File: config.mk
export PLATFORM = sky130hd
export DESIGN_NAME = id_stage
export DESIGN_NICKNAME = d
export VERILOG_FILES = /design/src/rtl/id_stage.sv
export SDC_FILE = /design/constraint.sdc
export NUM_CORES = 2
export LEC_CHECK = 0
export CAP_MARGIN = 20
export CORE_UTILIZATION = 65
export DETAILED_ROUTE_END_ITERATION = 7
export MAX_ROUTING_LAYER = met4
export PLACE_DENSITY = 0.85
export SYNTH_ARGS = -nofsm -noshare
export SYNTH_HDL_FRONTEND = slang
export SYNTH_SLANG_ARGS = --single-unit
File: constraint.sdc
create_clock -name clk -period 71 [get_ports clk]
set_input_delay 17.75 -clock clk [delete_from_list [all_inputs] [get_ports clk]]
set_output_delay 17.75 -clock clk [all_outputs]
set_load 0.05 [all_outputs]
File: src/rtl/id_stage.sv
// Decode stage: 32-entry register file written from WB, main control decode, sign extension, ID/EX latch.
// Optional macro ID_WB_BYPASS_EN forwards the WB write data onto the read ports during the same cycle.
module id_stage #(
    parameter int DATA_W  = 32,
    parameter int REG_NUM = 32
) (
    input  logic              clk,
    input  logic              reset,
    input  logic [31:0]       id_npc,
    input  logic [5:0]        opcode,
    input  logic [4:0]        rs,
    input  logic [4:0]        rt,
    input  logic [15:0]       id_instr,
    input  logic [4:0]        instr_2016,
    input  logic [4:0]        instr_1511,
    input  logic              wb_regwrite,
    input  logic [4:0]        wb_write_reg,
    input  logic [DATA_W-1:0] wb_write_data,
    output logic [1:0]        wb_ctlout,
    output logic [2:0]        m_ctlout,
    output logic [3:0]        ex_ctlout,
    output logic [31:0]       ex_npc,
    output logic [DATA_W-1:0] readdat1,
    output logic [DATA_W-1:0] readdat2,
    output logic [DATA_W-1:0] sign_ext,
    output logic [4:0]        ex_instr_2016,
    output logic [4:0]        ex_instr_1511
);

    localparam logic [5:0] OP_RTYPE = 6'b000000;
    localparam logic [5:0] OP_LW    = 6'b100011;
    localparam logic [5:0] OP_SW    = 6'b101011;
    localparam logic [5:0] OP_BEQ   = 6'b000100;

    logic [DATA_W-1:0] rf_q [REG_NUM];

    logic              rf_we;
    logic [1:0]        wb_ctl_d, wb_ctl_q;
    logic [2:0]        m_ctl_d, m_ctl_q;
    logic [3:0]        ex_ctl_d, ex_ctl_q;
    logic [DATA_W-1:0] rd1_d, rd2_d;
    logic [DATA_W-1:0] rd1_q, rd2_q;
    logic [DATA_W-1:0] sext_d, sext_q;
    logic [31:0]       npc_q;
    logic [4:0]        i2016_q, i1511_q;

    // r0 is never stored, so it always reads zero.
    assign rf_we = wb_regwrite && (wb_write_reg != 5'd0);

    always_ff @(posedge clk or posedge reset) begin
        if (reset) begin
            for (int i = 0; i < REG_NUM; i++) begin
                rf_q[i] <= '0;
            end
        end else if (rf_we) begin
            rf_q[wb_write_reg] <= wb_write_data;
        end
    end

    always_comb begin
        rd1_d = '0;
        rd2_d = '0;
        if (rs != 5'd0) rd1_d = rf_q[rs];
        if (rt != 5'd0) rd2_d = rf_q[rt];
`ifdef ID_WB_BYPASS_EN
        if (rf_we && (wb_write_reg == rs)) rd1_d = wb_write_data;
        if (rf_we && (wb_write_reg == rt)) rd2_d = wb_write_data;
`endif
    end

    // Control words: wb={regwrite,memtoreg}, m={branch,memread,memwrite}, ex={regdst,aluop,alusrc}.
    always_comb begin
        wb_ctl_d = 2'b00;
        m_ctl_d  = 3'b000;
        ex_ctl_d = 4'b0000;
        case (opcode)
            OP_RTYPE: begin
                wb_ctl_d = 2'b10;
                ex_ctl_d = 4'b1100;
            end
            OP_LW: begin
                wb_ctl_d = 2'b11;
                m_ctl_d  = 3'b010;
                ex_ctl_d = 4'b0001;
            end
            OP_SW: begin
                m_ctl_d  = 3'b001;
                ex_ctl_d = 4'b0001;
            end
            OP_BEQ: begin
                m_ctl_d  = 3'b100;
                ex_ctl_d = 4'b0010;
            end
            default: begin
                wb_ctl_d = 2'b00;
                m_ctl_d  = 3'b000;
                ex_ctl_d = 4'b0000;
            end
        endcase
    end

    assign sext_d = {{(DATA_W-16){id_instr[15]}}, id_instr};

    always_ff @(posedge clk or posedge reset) begin
        if (reset) begin
            wb_ctl_q <= '0;
            m_ctl_q  <= '0;
            ex_ctl_q <= '0;
            npc_q    <= '0;
            rd1_q    <= '0;
            rd2_q    <= '0;
            sext_q   <= '0;
            i2016_q  <= '0;
            i1511_q  <= '0;
        end else begin
            wb_ctl_q <= wb_ctl_d;
            m_ctl_q  <= m_ctl_d;
            ex_ctl_q <= ex_ctl_d;
            npc_q    <= id_npc;
            rd1_q    <= rd1_d;
            rd2_q    <= rd2_d;
            sext_q   <= sext_d;
            i2016_q  <= instr_2016;
            i1511_q  <= instr_1511;
        end
    end

    assign wb_ctlout     = wb_ctl_q;
    assign m_ctlout      = m_ctl_q;
    assign ex_ctlout     = ex_ctl_q;
    assign ex_npc        = npc_q;
    assign readdat1      = rd1_q;
    assign readdat2      = rd2_q;
    assign sign_ext      = sext_q;
    assign ex_instr_2016 = i2016_q;
    assign ex_instr_1511 = i1511_q;

endmodule

==> results_dict.tcl <==
set metrics [dict create \
    status "complete, but fails checks" \
    violations "DRC" \
    cts_made_buffers 118 \
    hold_slack_ns 0.400 \
    drc 26 \
    irDropWorstVdd_v 0.0000246 \
    cp_data_arrival_time_ns 21.38 \
    yosys.area.top_type "dfrtp_1" \
    finClkSkew_ns 0.0230 \
    synth_nets 3885 \
    slew_viol_final 0 \
    r2r_slack_ns 69.19 \
    start_util_pct 65.9 \
    worstRegToRegCells 4 \
    globalRouteOverflowTotal 0 \
    p_leak_nw 27.8 \
    numClockSinks 1153 \
    synthFlopType "dfrtp_1" \
    instances_no_fill 5069 \
    final_nets 3904 \
    ioPinCount 261 \
    ys_seq_elements 1153 \
    viasPerCell 7.47 \
    power_density_mw_per_mm2 29.3 \
    period_minus_slack_ns 20.85 \
    drv_cap 0 \
    post_dp_cell_area_mm2 0.0606 \
    hold-path-cell-count 0 \
    hold_violations 0 \
    rsz0062_at_grt "false" \
    synthDistinctLibCells 43 \
    final_core_util_pct 73.1 \
    end_kind "flop" \
    fillCellCount 5481 \
    drt_iter0_drc 4600 \
    setup_viol 0 \
    fp.dieW_um 302 \
    report.power.total_mw 1.90 \
    final.setup.worst_slack_ns 50.15 \
    postLayoutCellArea_mm2 0.0648 \
    grt_max_degree 169 \
    worstHoldStart "rf_q[1016]" \
    syn_avg_cell_area_um2 15.5 \
    netlist_area_mm2 0.0584 \
    async_flop_share_pct 100 \
    drive_above_1_share_pct 46.2 \
    postRouteAntennaNets 0 \
    clk_pin_slew_ns 0.06 \
    fin_crit_sh_pct 29.4 \
    coreArea_mm2 0.0886 \
    dp.cells 4832 \
    dr.pass1.iters 8 \
    vias 37900 \
    cts_setup_buffers 0 \
    grtUsageMet1_pct 52.0 \
    top_usage_layer "met2" \
    rows 109 \
    tightest_slew_ns 1.12 \
    path_class "input pin to flop" \
    grtUsageMet2_pct 57.9 \
    yosysWarnings 0 \
    fmax_mhz 48.0 \
    netlist_top_cells_area "dfrtp_1 (49%), mux2_2 (20%), mux4_2 (17%)" \
    io_buffers 260 \
    grt.total_usage_pct 40.3 \
    die_h_um 302 \
    holdPathEnd "rf_q[1016]" \
    cts_tree "done" \
    cp.required_ns 71.53 \
    antenna_found_initial 12 \
    start_kind "input pin" \
    r2r_start "rf_q[646]" \
    grt_pass1_vias 39000 \
    syn2layout_area_growth_pct 11.0 \
    clk_latency_ns 0.72 \
    rr_endpoint "readdat2[6]" \
    crit_fanout 70 \
    clk_path_buf_depth 3 \
    hpwl_um 96500 \
    synth_edf_count 0 \
    drt_wl_total_um 173000 \
    final.setup.tns_ns 0 \
    gr-usage-met3_pct 12.3 \
    synth_top_area_share_pct 49.4 \
    hold_class "flop to flop" \
    slew_headroom_pct 25.3 \
    gp_congestion 0.877 \
    place_ws_ns 49.41 \
    cts_htree_levels 3 \
    grt_pass1_wl_um 257000 \
    cts_hold_buf 0 \
    cts.repair.resized 0 \
    dieArea_mm2 0.0911 \
    root_buffer "clkbuf_16" \
    netlist_instances 3771 \
    yosysSeqAreaShare_pct 49.4 \
    wire_per_inst_um 34.2 \
]
==> worst max-delay path by stage <==
stage	start	to	slack (ns)	cells after the start
detailed placement	reset	rf_q[560]	49.41	5
global route	reset	rf_q[529]	49.78	5
finish	rt[1]	readdat2[16]	50.15	7
global placement	reset	rf_q[561]	49.48	5
floorplan	reset	ex_ctlout[0]	20.78	1
CTS	reset	rf_q[691]	50.18	5
==> cell type report <==
class	instances	area (um^2)	share of cell area [%]
clock buffer	178	3530	5.45
antenna	14	35.0	0.0541
multi-input combinational	2174	27000	41.7
inverter	4	25.0	0.0386
clock inverter	42	567	0.875
timing repair buffer	339	3290	5.08
tap	1165	1460	2.25
sequential	1153	28900	44.5
==> logic make-up (layout without fill, tap and decap cells) <==
group           count (synthesis)  count (layout)  share of synthesized area (%)
compound gates                365             365                           4.52
buf+inv                       444             563                           4.58
simple gates                  177             177                           1.66
mux                          1632            1632                           39.8
flops                        1153            1153                           49.4
other cells                     0              14                              0
==> per-layer routing <==
metal / vias up / wire [um]
li1: 14600 / -
met1: 20000 / 62400
met2: 2642 / 79000
met3: 663 / 21800
met4: 0 / 10300
met5: - / 0
==> state kept, by name (all words and copies together), names as in the netlist <==
register,count
rf_q,1024
readdat2,32
sign_ext,16
ex_npc,32
wb_ctlout,2
readdat1,32
ex_instr_1511,5
ex_ctlout,3
m_ctlout,2
ex_instr_2016,5
==> placed cells by master (no fill, tap or decap), types with 72 or more instances in the layout <==
cell | synthesis | final
buf_4 | 80 | 72
clkbuf_16 | 0 | 123
clkdlybuf4s50_1 | 0 | 250
dfrtp_1 | 1153 | 1153
mux2_2 | 1016 | 1016
mux2i_1 | 128 | 128
mux4_2 | 448 | 448
o21ai_1 | 98 | 98
==> report_power, final <==
part           switching [mW]  internal, mW
clock                   0.266         0.389
combinational           0.161         0.213
sequential             0.0947         0.775
total                   0.521          1.38
==> cell usage after synthesis (all sizes together) (3+ instances only) <==
master   instances
or2              4
mux2          1056
and2             3
o21ai          109
a221oi          45
clkbuf         182
a311oi          64
nand3b           4
nand2           54
nor2b           66
nor2            26
o2111ai         19
inv              4
mux2i          128
or4              3
a22oi           64
nor3b            5
dfrtp         1153
a211oi          64
buf            258
mux4           448
==> worst max-delay path, cell delays in order <==
cell	delay [ns]
buf_8	0.55
buf_4	0.68
buf_4	0.82
and2b_4	0.88
a221oi_1	0.26
o21ai_1	0.16
a311oi_1	0.12
Note: power is estimated with default switching activity, not from simulation.
